--- config.mk ---
export PLATFORM = sky130hd
export DESIGN_NAME = ifid_stage
export DESIGN_NICKNAME = d
export VERILOG_FILES = /design/src/rtl/ifid_pkg.sv /design/src/rtl/ifid_stage_pc_reg.sv /design/src/rtl/ifid_stage.sv
export SDC_FILE = /design/constraint.sdc
export NUM_CORES = 1
export LEC_CHECK = 0
export ABC_CLOCK_PERIOD_IN_PS = 4700
export CAP_MARGIN = 0
export CORE_ASPECT_RATIO = 1.2
export CORE_MARGIN = 5
export CORE_UTILIZATION = 47
export CTS_CLUSTER_SIZE = 24
export DETAILED_ROUTE_END_ITERATION = 10
export GPL_TIMING_DRIVEN = 0
export PLACE_DENSITY = 0.95
export SYNTH_ARGS = -nofsm -noshare
export SYNTH_HDL_FRONTEND = slang
export SYNTH_SLANG_ARGS = --single-unit
--- constraint.sdc ---
create_clock -name clk -period 4.7 [get_ports clk]
set_input_delay 1.175 -clock clk [delete_from_list [all_inputs] [get_ports clk]]
set_output_delay 1.175 -clock clk [all_outputs]
set_load 0.02 [all_outputs]
--- src/rtl/ifid_pkg.sv ---
// Shared RV32I front-end definitions: bubble encoding, reset PC default,
// instruction field positions and the IF/ID register layout.
package ifid_pkg;

   localparam logic [31:0] NOP_INSTR_C = 32'h0000_0013;
   localparam logic [31:0] RESET_PC_C  = 32'h0000_0000;
   localparam logic [31:0] PC_STEP_C   = 32'h0000_0004;

   localparam int REG_IDX_W = 5;
   localparam int RS1_LSB   = 15;
   localparam int RS2_LSB   = 20;

   typedef struct packed {
      logic [31:0] instr;
      logic [31:0] pc;
      logic        valid;
   } ifid_t;

   // Register-index field starting at bit position lsb.
   function automatic logic [REG_IDX_W-1:0] rs_field(input logic [31:0] instr,
                                                    input int          lsb);
      return instr[lsb +: REG_IDX_W];
   endfunction

   // Instruction fetch is word aligned: the two low address bits are dropped.
   function automatic logic [31:0] align_word(input logic [31:0] addr);
      return {addr[31:2], 2'b00};
   endfunction

endpackage

--- src/rtl/ifid_stage_pc_reg.sv ---
// Program counter register with its next-PC selection
// (redirect, then hold, then sequential +4 with 32-bit wrap).
module pc_reg
   import ifid_pkg::*;
#(
   parameter logic [31:0] RESET_PC = RESET_PC_C
) (
   input  logic        clk,
   input  logic        rst_n,
   input  logic        pc_write,
   input  logic        branch_taken,
   input  logic [31:0] branch_target,
   output logic [31:0] pc
);

   logic [31:0] pc_r;
   logic [31:0] pc_next_s;

   // Next-PC selection: a redirect beats a hold request, otherwise step by one word.
   always_comb begin
      pc_next_s = pc_r;
      if (branch_taken) begin
         pc_next_s = align_word(branch_target);
      end else if (pc_write) begin
         pc_next_s = pc_r + PC_STEP_C;
      end else begin
         pc_next_s = pc_r;
      end
   end

   // PC state register; reset takes effect immediately, independent of the clock.
   always_ff @(posedge clk or negedge rst_n) begin
      if (!rst_n) begin
         pc_r <= RESET_PC;
      end else begin
         pc_r <= pc_next_s;
      end
   end

   assign pc = pc_r;

endmodule

--- src/rtl/ifid_stage.sv ---
// Fetch stage: owns the PC (via pc_reg), drives the instruction-memory
// address, holds the IF/ID pipeline register and counts stalled cycles.
module ifid_stage
   import ifid_pkg::*;
#(
   parameter logic [31:0] RESET_PC  = RESET_PC_C,
   parameter logic [31:0] NOP_INSTR = NOP_INSTR_C,
   parameter int          CNT_W     = 16
) (
   input  logic                 clk,
   input  logic                 rst_n,
   input  logic                 PCWrite,
   input  logic                 ifidWrite,
   input  logic                 branch_taken,
   input  logic [31:0]          branch_target,
   output logic [31:0]          imem_addr,
   input  logic [31:0]          imem_rdata,
   output logic [31:0]          pc,
   output logic [31:0]          ifid_pc,
   output logic [31:0]          ifid_instr,
   output logic                 ifid_valid,
   output logic [REG_IDX_W-1:0] ifid_rs1,
   output logic [REG_IDX_W-1:0] ifid_rs2,
   output logic [CNT_W-1:0]     stall_cnt
);

   localparam logic [CNT_W-1:0] CNT_MAX_C = {CNT_W{1'b1}};
   localparam logic [CNT_W-1:0] CNT_ONE_C = {{(CNT_W-1){1'b0}}, 1'b1};

   localparam ifid_t IFID_BUBBLE_C = '{instr: NOP_INSTR, pc: 32'h0000_0000, valid: 1'b0};

   logic [31:0]      pc_s;
   ifid_t            ifid_r;
   ifid_t            ifid_next_s;
   logic [CNT_W-1:0] stall_cnt_r;
   logic [CNT_W-1:0] stall_cnt_next_s;

   pc_reg #(
      .RESET_PC (RESET_PC)
   ) u_pc_reg (
      .clk           (clk),
      .rst_n         (rst_n),
      .pc_write      (PCWrite),
      .branch_taken  (branch_taken),
      .branch_target (branch_target),
      .pc            (pc_s)
   );

   // IF/ID next value: a redirect flushes the wrong-path slot even during a hold.
   always_comb begin
      ifid_next_s = ifid_r;
      if (branch_taken) begin
         ifid_next_s = IFID_BUBBLE_C;
      end else if (ifidWrite) begin
         ifid_next_s.instr = imem_rdata;
         ifid_next_s.pc    = pc_s;
         ifid_next_s.valid = 1'b1;
      end else begin
         ifid_next_s = ifid_r;
      end
   end

   // Stall counter next value: counts plain holds only, sticks at all-ones.
   always_comb begin
      stall_cnt_next_s = stall_cnt_r;
      if (!PCWrite && !branch_taken && (stall_cnt_r != CNT_MAX_C)) begin
         stall_cnt_next_s = stall_cnt_r + CNT_ONE_C;
      end else begin
         stall_cnt_next_s = stall_cnt_r;
      end
   end

   // IF/ID pipeline register; resets to a bubble.
   always_ff @(posedge clk or negedge rst_n) begin
      if (!rst_n) begin
         ifid_r <= IFID_BUBBLE_C;
      end else begin
         ifid_r <= ifid_next_s;
      end
   end

   // Stall counter register.
   always_ff @(posedge clk or negedge rst_n) begin
      if (!rst_n) begin
         stall_cnt_r <= {CNT_W{1'b0}};
      end else begin
         stall_cnt_r <= stall_cnt_next_s;
      end
   end

   assign pc         = pc_s;
   assign imem_addr  = pc_s;
   assign ifid_pc    = ifid_r.pc;
   assign ifid_instr = ifid_r.instr;
   assign ifid_valid = ifid_r.valid;
   assign stall_cnt  = stall_cnt_r;

   // Bubbles report x0 so the hazard unit never sees a false dependency.
   assign ifid_rs1 = ifid_r.valid ? rs_field(ifid_r.instr, RS1_LSB) : {REG_IDX_W{1'b0}};
   assign ifid_rs2 = ifid_r.valid ? rs_field(ifid_r.instr, RS2_LSB) : {REG_IDX_W{1'b0}};

endmodule

* Yosys cells after proc, flatten, opt, wreduce, memory -nomap -nowiden
Index checks and enable logic that the tools add are counted.
Cells by class: reduce and logical (&&, ||, !) cells 6, muxes and demuxes 6, add/subtract/negate cells 2, equality and inequality tests 1
Operator list (count):
- $mux W65 | 2
- $mux W32 | 2
- $add A32 B3 Y32 const B | 1
- $add A16 B1 Y16 const B | 1
- $ne A16 B16 Y1 const B | 1
- $mux W5 | 2
- $reduce_bool A2 Y1 | 2
- $logic_and A1 B1 Y1 | 2
- $logic_not A1 Y1 | 2
Word-level totals: bits of input ports 69, word-level logic and storage cells 20, register bits 113, output and inout port bits 155

* Depth between registers and ports, before layout
Gate-level depths: netlist of run 1.
depth in word-level cells 3, mapped depth 7, mapped depth without buffers 5

* Modules after synthesis
Synthesis of run 1 repeated with hierarchy kept, for this count alone.
Second synthesis, totals: cells, all modules 523, area, all modules 5489.0 um^2
Modules (own cells, without submodules):
- ifid_stage | seq. area each 2030.7 um^2, cells an instance 331, instances 1, area an instance 3759.9 um^2
- pc_reg | seq. area each 750.7 um^2, cells an instance 192, instances 1, area an instance 1729.2 um^2

* Worst setup path after synthesis of run 1
Ideal clock, no wire load.
kind input-to-reg, start in PCWrite, end reg u_pc_reg.pc_r[31], in the netlist u_pc_reg.pc[31], buffers on the path 2, arrival 2537 ps, path slack 2081 ps, cell stages on the path 6, library setup time 82 ps, required time 4618 ps, path through buf_2 nand3_1 or3_1 buf_2 or4_1 a31oi_1
Between the ends: cells in the longest elaborated chain, start to end 1
Ends and longest elaborated chain:
- start: declaration | RTL line ifid_stage.sv:12 | input logic PCWrite,
- $reduce_bool A2 Y1 (no source line)
- end signal: assignment | RTL line ifid_stage_pc_reg.sv:36 | pc_r <= pc_next_s;
- end: declaration | RTL line ifid_stage_pc_reg.sv:16 | logic [31:0] pc_r;
Every way passes these cells. A chain may end at the register's enable or synchronous reset.

* Worst setup path in the final report of run 1
start in branch_taken, end reg ifid_r, in the netlist ifid_pc[23]
Between the ends: cells in the longest elaborated chain, start to end 1, elaborated cells between the ends (all ways) 2, classes of those cells mux (1); reduce/logical (1)
Ends and longest elaborated chain:
- start: declaration | RTL line ifid_stage.sv:14 | input logic branch_taken,
- $mux W65 or $reduce_bool A2 Y1 (tied branches)
- end signal: assignment | RTL line ifid_stage.sv:78 | ifid_r <= ifid_next_s;
- end: declaration | RTL line ifid_stage.sv:33 | ifid_t ifid_r;
Several ways; a longest one is shown, not always the timed one.

==> summary.md, run 1 <==
| Metric | Value |
|---|---|
| Status | finished clean |
| TritonCTS Sinks | between 100 and 150 |
| Top cells by area, synth | dfrtp_1, mux2i_1, nor2_1 |
| Clk_skew | slightly above 0.006 ns |
| Net Sw Frac | a little under a third |
| R2R setup slack | approximately 2.6 ns |
| Hold path depth | 1 |
| IO buf count | roughly 220 |
| Ys async rst share | 100% |
| NetSw | approximately 0.8 mW |
| Initial cell density of the core | a little under half |
| Hold/Removal Path Class | register to register |
| Ports | 224 |
| Vias in the first global route | ~5,200 |
| Worst hold margin | about 0.5 ns |
| Max reg flops | 32 |
| GP Congestion | between 0.8 and 0.9 |
| Final setup viols | 0 |
| Insertion delay to the later sink of the worst-skew pair | ~0.34 ns |
| Largest net degree at the start of global routing | 60 |
| Cells after synthesis | ~530 |
| Synth top area share | about 50% |
| Sequential area share after synthesis | between 50% and 60% |
| Hold_buf cts | 0 |
| Antenna viol nets, final | 0 |
| Dpl hpwl | roughly 12,000 um |
| Final hold vios | 0 |
| YS warnings | 0 |
| Postcts setup bufs | 0 |
| Reg power frac | about 44% |
| Fmax | between 0.3 and 0.4 GHz |
| Crit path kind | primary input to register |
| Share of cells above drive strength 1 | around 8.5% |
| Post-Syn Area per Cell | slightly above 10 sq um |
| Row count | 43 |
| Layout area overhead | 49.7% |
| CTS H-tree depth | 3 |
| WP data required | 4.91 ns |
| Wire length per cell | roughly 18 um |
| Number of synthesized flops with an enable pin | 0 |
| DP Cell Count | 902 |
| Startpoint types | primary input |
| First-iteration detailed-routing DRC count | about 230 |
| Synth Register Bits | 110 |
| Initial antenna violation count | 0 |
| Total core area | between 10,000 and 15,000 sq um |
| VDD IR max | ~380 uV |
| Worst r2r path cells | 5 |
| Slowest-stage cell, CP | clkbuf_1 |
| Routed vias | roughly 5,000 |
| Die Wd | approximately 110 um |
| CTS clk-pin slew, worst paths | ~0.08 ns |
| Net count reported at finish | around 830 |
| Max Cap Viol | 0 |
| Critical Path, Cell by Cell | clkdlybuf4s50_1 -> clkbuf_1 -> clkbuf_1 -> buf_1 -> nor2_1 |
| CP delay by family, top | buffers and inverters |
| DIE AREA | 13,700 sq um |
| Minimum clock period | 3.12 ns |
| GRT Util Overall | between 20% and 30% |
| RSZ-0062 raised after global routing | false |
| Power share of the combinational group | between 20% and 30% |
| Hold Crit Start | stall_cnt[15] |
| Remaining DRCs | 0 |
| Slowest Stage Delay on Critical Path | approximately 0.57 ns |
| Synth Cell Area | approximately 5400 sq um |
| Clock power frac | between 20 and 30% |
| Final WL | 16,400 um |
| Resized Gates After CTS | 0 |
| Slew Viols, Final | 0 |
| CP Capture Type | register |
| Worst Path Buf+Inv | 4 |
| Worst r2r dst | u_pc_reg.pc[27] |
| PwrDens | ~320 nW/um^2 |
| Global-route wire length before repair | between 20,000 and 30,000 um |
| Initial DRT Pass Iterations | 5 |
| CTS tree | yes |
| Number of diodes | 0 |
| Most used cell, CP | clkbuf_1 |
| Rel. slew slack | about 47% |
| Clk Tree Root Cell | clkbuf_16 |
| Post-Layout Cell Count | ~920 |
| Pleak | ~3.6 nW |
| Final Cycle Share | about two thirds |
| Hold Path Sink | stall_cnt[15] |
| Vias per cell | about 5.4 |
| Worst Path Max Fanout | 10 |
| Post-synthesis cell type count | 43 |
| Die H | between 100 and 150 um |
| Synth Flop Type | dfrtp_1 |
| Clock Tree Buf Depth | 2 |
| Crit Reg-Reg Startpoint | u_pc_reg.pc[18] |
| Worst EP arrival | about 3.3 ns |
| Total congestion overflow | 0 |
| TritonCTS buffer count | 9 |
| Post-synth top area cell | dfrtp_1 |
| Pint | 1.79 mW |
| Worst Tran Pin Value | about 0.8 ns |
worst reg2reg max path, delay by kind of cell, from the launching register on:
family / cells / cell delay, ns
DFF: 1 / 0.51
buffers and inverters: 1 / 0.18
and+or+nand+nor: 3 / 1.18
AOI/OAI and AO/OA: 1 / 0.19
logic make-up after synthesis:
family	Yosys count	synth area share [%]
AO/OA/AOI/OAI	55	6.33
flip-flops	110	51.0
XOR/XNOR	27	4.38
adder cells (fa/ha/maj)	2	0.463
other	1	0.0694
multiplexers	64	11.9
AND/OR/NAND/NOR	195	18.3
buffers and inverters	72	7.55
routing by layer:
| metal | up-vias | routed length, um | GRT usage (%) |
|---|---|---|---|
| met5 | - | 0 | 0 |
| met4 | 0 | 347 | 8.40 |
| met3 | 32 | 1070 | 5.26 |
| met2 | 218 | 8800 | 42.0 |
| met1 | 2448 | 6220 | 28.6 |
| li1 | 2257 | - | - |
stage by stage:
| stage | util (%) | setup TNS (ns) | setup WS, ns | cell area, sq um | total power [mW] |
|---|---|---|---|---|---|
| finish | 70.9 | 0 | 1.58 | 8090 | 2.59 |
| floorplan | - | 0 | 2.08 | 5410 | 1.47 |
| global placement | 68.0 | -156.22 | -1.46 | 7760 | 1.81 |
| CTS | 70.9 | 0 | 1.60 | 8090 | 2.60 |
| global route | 70.9 | 0 | 1.43 | 8090 | 2.71 |
| detailed placement | 68.3 | 0 | 1.23 | 7780 | 1.84 |
cell usage in the layout (no fill, tap or decap), types with 2 or more instances in the layout:
cell and count:
buf_1 7, clkbuf_1 20, o31ai_1 7, or4_1 8, o21ai_0 19, a31oi_1 12, and2_1 11, nand4b_1 2
nor3_1 3, conb_1 4, ha_1 2, nor4_1 3, nand4_1 15, inv_1 5, nand3_1 13, mux2i_1 63
a211oi_1 3, and3_1 7, xor2_1 17, xnor2_1 10, buf_2 5, dfstp_2 3, a21oi_1 6, nor2_1 76
dfrtp_1 107, clkdlybuf4s50_1 214, clkinvlp_4 3, clkinv_4 2, nand2_1 35, clkbuf_16 9, and4_1 12, or3_1 4
o211ai_1 2, buf_4 36
how the worst max path moves through the flow:
stage	startpoint	endpoint	slack [ns]	cells after the start
6_report	branch_taken	ifid_pc[23]	1.58	5
5_1_grt	branch_taken	ifid_pc[23]	1.43	5
4_1_cts	branch_taken	ifid_pc[23]	1.60	5
3_5_place_dp	branch_taken	ifid_pc[23]	1.23	5
3_3_place_gp	rst_n	stall_cnt[10]	-1.46	1
2_1_floorplan	PCWrite	u_pc_reg.pc[31]	2.08	6
cell usage after synthesis (2+ instances only):
cell type  number
or3_1           4
nand3_1        13
a31oi_1        12
o31ai_1         7
mux2i_1        63
clkbuf_1       20
nand4b_1        2
dfstp_2         3
and4_1         12
buf_1           7
inv_1           5
or4_1           8
nand2_1        35
ha_1            2
buf_4          35
a211oi_1        3
and2_1         11
and3_1          7
nor3_1          3
xor2_1         17
nand4_1        15
a21oi_1         6
buf_2           5
dfrtp_1       107
nor2_1         76
nor4_1          3
o21ai_0        19
xnor2_1        10
o211ai_1        2
area by class of cell:
class	instances	area, sq um
fillers	839	3320
plain buffers	67	389
well taps	157	196
multi-input cells	347	2250
clock buffers	9	225
inverters	5	18.8
flip-flops and latches	110	2760
repair buffers	216	2180
clock inverters	7	75.1
power groups by stage:
stage,sequential [mW],combinational (mW),clock (mW)
2_1_floorplan,1.23,0.237,0
3_3_place_gp,1.15,0.664,0
3_5_place_dp,1.16,0.685,0
4_1_cts,1.14,0.688,0.773
5_1_grt,1.16,0.730,0.818
6_report,1.14,0.683,0.762
(Power assumes the default switching activity.)
==> run 2, diff against run 1 <==
--- a/config.mk
+++ b/config.mk
@@ -5,15 +5,15 @@
 export SDC_FILE = /design/constraint.sdc
 export NUM_CORES = 1
 export LEC_CHECK = 0
-export ABC_CLOCK_PERIOD_IN_PS = 4700
+export ABC_CLOCK_PERIOD_IN_PS = 2800
 export CAP_MARGIN = 0
 export CORE_ASPECT_RATIO = 1.2
 export CORE_MARGIN = 5
-export CORE_UTILIZATION = 47
+export CORE_UTILIZATION = 39
 export CTS_CLUSTER_SIZE = 24
 export DETAILED_ROUTE_END_ITERATION = 10
 export GPL_TIMING_DRIVEN = 0
-export PLACE_DENSITY = 0.95
+export PLACE_DENSITY = 0.86
 export SYNTH_ARGS = -nofsm -noshare
 export SYNTH_HDL_FRONTEND = slang
 export SYNTH_SLANG_ARGS = --single-unit
==> constraint.sdc (replaced) <==
create_clock -name clk -period 2.8 [get_ports clk]
set_input_delay 0.7 -clock clk [delete_from_list [all_inputs] [get_ports clk]]
set_output_delay 0.7 -clock clk [all_outputs]
set_load 0.02 [all_outputs]
==> summary.md, run 2 (same netlist as run 1, synthesis figures left out) <==
| Metric | Value |
|---|---|
| Status | finished clean |
| Pint | ~3 mW |
| Clock Tree Buf Depth | 2 |
| Slew Viols, Final | 0 |
| Fmax | 0.400 GHz |
| Total negative slack | 0 ns |
| Vias per cell | ~5.1 |
| Die H | between 100 and 150 um |
| Startpoint types | register |
| DP Cell Count | 916 |
| Antenna viol nets, final | 0 |
| Pleak | ~3.6 nW |
| Die Wd | 117 um |
| Final hold vios | 0 |
| Routed vias | ~4,700 |
| Clk_skew | roughly 0.011 ns |
| GP Congestion | between 0.7 and 0.8 |
| Met3 Use GR | under 10% |
| Worst hold margin | 0.394 ns |
| Clock power frac | a little under 30% |
| Worst EP arrival | 1.80 ns |
| TritonCTS buffer count | 9 |
| First-iteration detailed-routing DRC count | 256 |
| Final core occ | 59.1% |
| Initial DRT Pass Iterations | 4 |
| Net count reported at finish | approximately 830 |
| Insertion delay to the later sink of the worst-skew pair | between 0.3 and 0.4 ns |
| Hold/Removal Path Class | primary input to asynchronous set/reset pin |
| Total congestion overflow | 0 |
| Final setup viols | 0 |
| Wire length per cell | 16.9 um |
| DP Area | between 7000 and 8000 sq um |
| Share of cells above drive strength 1 | 8.67% |
| Top Usage Layer GRT | met2 |
| Largest net degree at the start of global routing | 59 |
| Total core area | ~14,000 sq um |
| Postcts setup bufs | 0 |
| GRT Util Overall | approximately a fifth |
| Met1 Use GR | 22.9% |
| Row count | 47 |
| Most frequent cells in the layout | clkdlybuf4s50_1, dfrtp_1, nor2_1, mux2i_1, buf_4 |
| Met2 Use GR | 33.6% |
| Final WL | ~16,000 um |
| Max Cap Viol | 0 |
| Ports | ~220 |
| CP Capture Type | output port |
| Reg power frac | roughly 44% |
| Worst Path Max Fanout | 10 |
| Worst Tran Pin Value | between 0.8 and 0.9 ns |
| Initial cell density of the core | about two fifths |
| Crit path kind | register to output port |
| Power share of the combinational group | between 20% and 30% |
| Final Cycle Share | approximately 89% |
| TritonCTS Sinks | 110 |
| Max reg flops | 32 |
| WP data required | about 2.1 ns |
| Layout area overhead | 50.0% |
| IO buf count | around 220 |
| CTS tree | yes |
| Critical Path, Cell by Cell | clkbuf_1 -> and2_1 -> clkdlybuf4s50_1 |
| DIE AREA | 16,300 sq um |
| Slowest Stage Delay on Critical Path | about 0.6 ns |
| Rel. slew slack | about two fifths |
| CP startpoint | ifid_valid |
| PwrDens | 532 nW/um^2 |
| RSZ-0062 raised after global routing | false |
| Slowest-stage cell, CP | clkdlybuf4s50_1 |
| Initial antenna violation count | 0 |
| Vias in the first global route | between 4,000 and 5,000 |
| CTS H-tree depth | 3 |
| Net Sw Frac | ~30% |
| Most common cell after layout, fill and taps aside | clkdlybuf4s50_1 |
| Post-Layout Cell Count | ~930 |
| Minimum clock period | ~2.5 ns |
| Clk Tree Root Cell | clkbuf_16 |
| VDD IR max | around 430 uV |
| Global-route wire length before repair | ~26,000 um |
| CTS clk-pin slew, worst paths | approximately 0.080 ns |
| Dpl hpwl | approximately 12,000 um |
| Design area | 8100 sq um |
| Crit Reg-Reg Startpoint | u_pc_reg.pc[3] |
| Number of diodes | 0 |
| NetSw | ~1.3 mW |
| Remaining DRCs | 0 |
[run 2: layer usage]
metal | vias up | share of wire [%]
met2 | 160 | 53
met3 | 28 | 6.3
li1 | 2254 | -
met1 | 2293 | 39
met4 | 0 | 2.5
met5 | - | 0
[run 2: power by group through the flow]
stage	combinational [mW]	clock [mW]	sequential, mW
global route	1.22	1.35	1.94
CTS	1.15	1.29	1.91
global placement	1.12	0	1.93
floorplan	0.397	0	2.07
detailed placement	1.15	0	1.94
finish	1.14	1.26	1.91
[run 2: repair_timing]
action,in CTS,in global routing
gates resized for setup,0,2
setup endpoints to repair,0,13
hold endpoints to repair,0,0
hold buffers,0,0
[run 2: cell type report]
class	count	area [sq um]
tap	171	214
timing repair buffer	216	2180
fill	1182	5600
multi-input combinational	347	2250
inverter	5	18.8
clock buffer	12	267
buffer	67	390
clock inverter	4	30.0
sequential	110	2760
[run 2: path summary, 6_finish.rpt]
path	endpoint	slack (ns)	cells after the start
worst max-delay path	ifid_rs1[0]	0.30	3
worst min-delay path	u_pc_reg.pc[23]	0.39	1
worst max register to register	u_pc_reg.pc[20]	0.65	5
worst min register to register	stall_cnt[14]	0.51	1
max in group asynchronous	stall_cnt[5]	1.68	2
min in group clk	stall_cnt[14]	0.51	1
[run 2: through the flow]
stage / power [mW] / setup slack, ns
after floorplan: 2.47 / 0.656
after detailed placement: 3.09 / -0.284
after global placement: 3.06 / -3.27
final: 4.31 / 0.301
after global routing: 4.51 / 0.146
after CTS: 4.36 / 0.0927
[run 2: worst max-delay path, delay by kind of cell (launching register included)]
family,cells,cell delay [ns]
simple gates,1,0.18
buf+inv,2,0.90
flops,1,0.39
==> edit (settings of run 1) <==
Register the output `stall_cnt` once more, without a reset; this adds one clock of latency there. The other outputs are not delayed to match.
--- a/src/rtl/ifid_stage.sv
+++ b/src/rtl/ifid_stage.sv
@@ -93,7 +93,9 @@
    assign ifid_pc    = ifid_r.pc;
    assign ifid_instr = ifid_r.instr;
    assign ifid_valid = ifid_r.valid;
-   assign stall_cnt  = stall_cnt_r;
+   always_ff @(posedge clk) begin
+      stall_cnt <= stall_cnt_r;
+   end
 
    // Bubbles report x0 so the hazard unit never sees a false dependency.
    assign ifid_rs1 = ifid_r.valid ? rs_field(ifid_r.instr, RS1_LSB) : {REG_IDX_W{1'b0}};
Behaviour: not the same (a bounded check fails within 4 cycles, from zero or initial values and one cycle with rst_n low).
==> edit against run 1 <==
  * Total power increased by 30%
  * Worst setup slack improved by 0.079 ns
  * Synthesized cell count down 0.57%
  * Area after synthesis increased by 3.9%
  * Final area is 6.7% higher
  * Non-clock buffer count decreased by 7
  * Sequential cell count up 16
  * Routed wire length grew 4.0%
  * Sequential share of layout area is 1.6 points higher
  * Die area increased by 3.6%
  * Sequential power increased by 14%
==> edit: results (changes against run 1) <==
Outcome
  • Status: completed

Place
  • Post-Place Setup Slack: 1.23 ns (+0.00279 ns)
  • Routability cong.: 0.805 (-5.7%)
  • Area after DPL: 8000 µm² (+2.7%)
  • Hpwl dp: 12.7 mm (+1.7%)

Yosys
  • Synth cell count leaders: dfrtp_1, nor2_1, mux2i_1
  • Synth Area in Compound Gates: 3.64% (-2.7 points)
  • Post-Synthesis Cells: 523 (-0.57%)
  • Yosys cell types: 41 (-4.7%)
  • Post-Synth Adder-Cell Area: 0.446% (-0.017 points)
  • Synth async-reset ratio: 87.3% (-13 points)
  • Sequential area share after synthesis: 54.8% (+3.8 points)
  • Xor/xnor share of the synthesized area: 6.09% (+1.7 points)

Layout
  • Layout Nets: 832 (+0.60%)
  • Fillers: 760 (-9.4%)
  • Post-route insts no fill: 931 (+1.4%)
  • Layout cells sized above 1: 11.9% (+3.3 points)

Global routing
  • Largest net degree at the start of global routing: 67 (+12%)
  • First-pass GRT wire length: 26.5 mm (+1.4%)
  • GRT Total Usage: 24.3% (+0.45 points)

Power
  • Lkg Pwr: 0.00389 µW (+8.2%)
  • Worst VDD drop: 0.295 mV (-23%)

STA
  • Max_slew headroom: 52.2% (+5.4 points)
  • Worst Skew: 0.00761 ns (+0.00155 ns)

Clock network
  • Total CTS buffers: 17 (+8)
  • Reg clk slew, reported paths: 0.06 ns (-0.02 ns)
  • H-tree Lvls: 4 (+1)

Routing
  • Vias after detailed routing: 4,814 (-2.8%)
  • Routed wire length per instance: 18.4 µm (+2.5%)
  • DRT Pass-1 Iters: 7 (+2)
  • 1st-iter DRT viols: 271 (+20%)
edit: changes by cell type in the layout (fill, tap and decap cells not counted), sizes merged, moves of 7 or more:
cell,run 1,this run
a31oi,12,2
dfxtp,0,16
o21ai,19,32
xor2,17,30
and4,12,5
or4,8,1
o31ai,7,0
nand2,35,51
edit: critical path, stage by stage:
cell,delay (ns)
clkdlybuf4s50_1,0.53
clkbuf_1,0.47
clkbuf_1,0.54
clkbuf_1,0.47
nor2_1,0.12
edit: kinds of logic after synthesis:
| logic type | count (synthesis) |
|---|---|
| buf+inv | 61 |
| mux | 64 |
| flops | 126 |
| other cells | 1 |
| compound gates | 39 |
| simple gates | 191 |
| xor+xnor | 39 |
| fa+ha+maj | 2 |
edit: path summary, 6_finish.rpt:
check,slack (ns),startpoint,to,cells after the start
max in group asynchronous,3.17,rst_n,ifid_instr[0],2
setup / recovery,1.66,branch_taken,ifid_pc[7],5
hold / removal,0.42,stall_cnt_r[6],stall_cnt[6],0
hold reg to reg,0.42,stall_cnt_r[6],stall_cnt[6],0
min in group asynchronous,0.77,rst_n,ifid_pc[25],1
setup reg to reg,2.77,u_pc_reg.pc[2],u_pc_reg.pc[28],7
edit: power by group:
group | switching, µW | total (µW) | internal (µW)
Clock | 487 | 1390 | 905
Combinational | 334 | 679 | 346
Sequential | 111 | 1300 | 1190
Total | 931 | 3370 | 2440
edit: cell type report:
type	instances	area, µm²	area share [%]
Buffer	60	375	4.35
Clock buffer	19	443	5.13
Clock inverter	13	189	2.19
Inverter	1	3.75	0.0435
Multi-Input combinational cell	339	2170	25.1
Sequential cell	126	3080	35.7
Tap cell	157	196	2.28
Timing Repair Buffer	216	2180	25.2
edit: layer usage:
layer / track usage (%) / share of wire (%)
met5: 0 / 0
met2: 44.5 / 55
met1: 26.3 / 35
met4: 9.76 / 2.7
met3: 6.53 / 7.4
edit: stage by stage:
step	hold slack (ns)	TNS, ns	power [µW]	utilization (%)
3_5_place_dp	0.407	0	2000	68.8
3_3_place_gp	0.394	-164.01	1960	68.6
2_1_floorplan	0.378	0	1630	-
4_1_cts	0.421	0	3400	74.2
5_1_grt	0.443	0	3500	74.2
6_report	0.423	0	3370	74.2
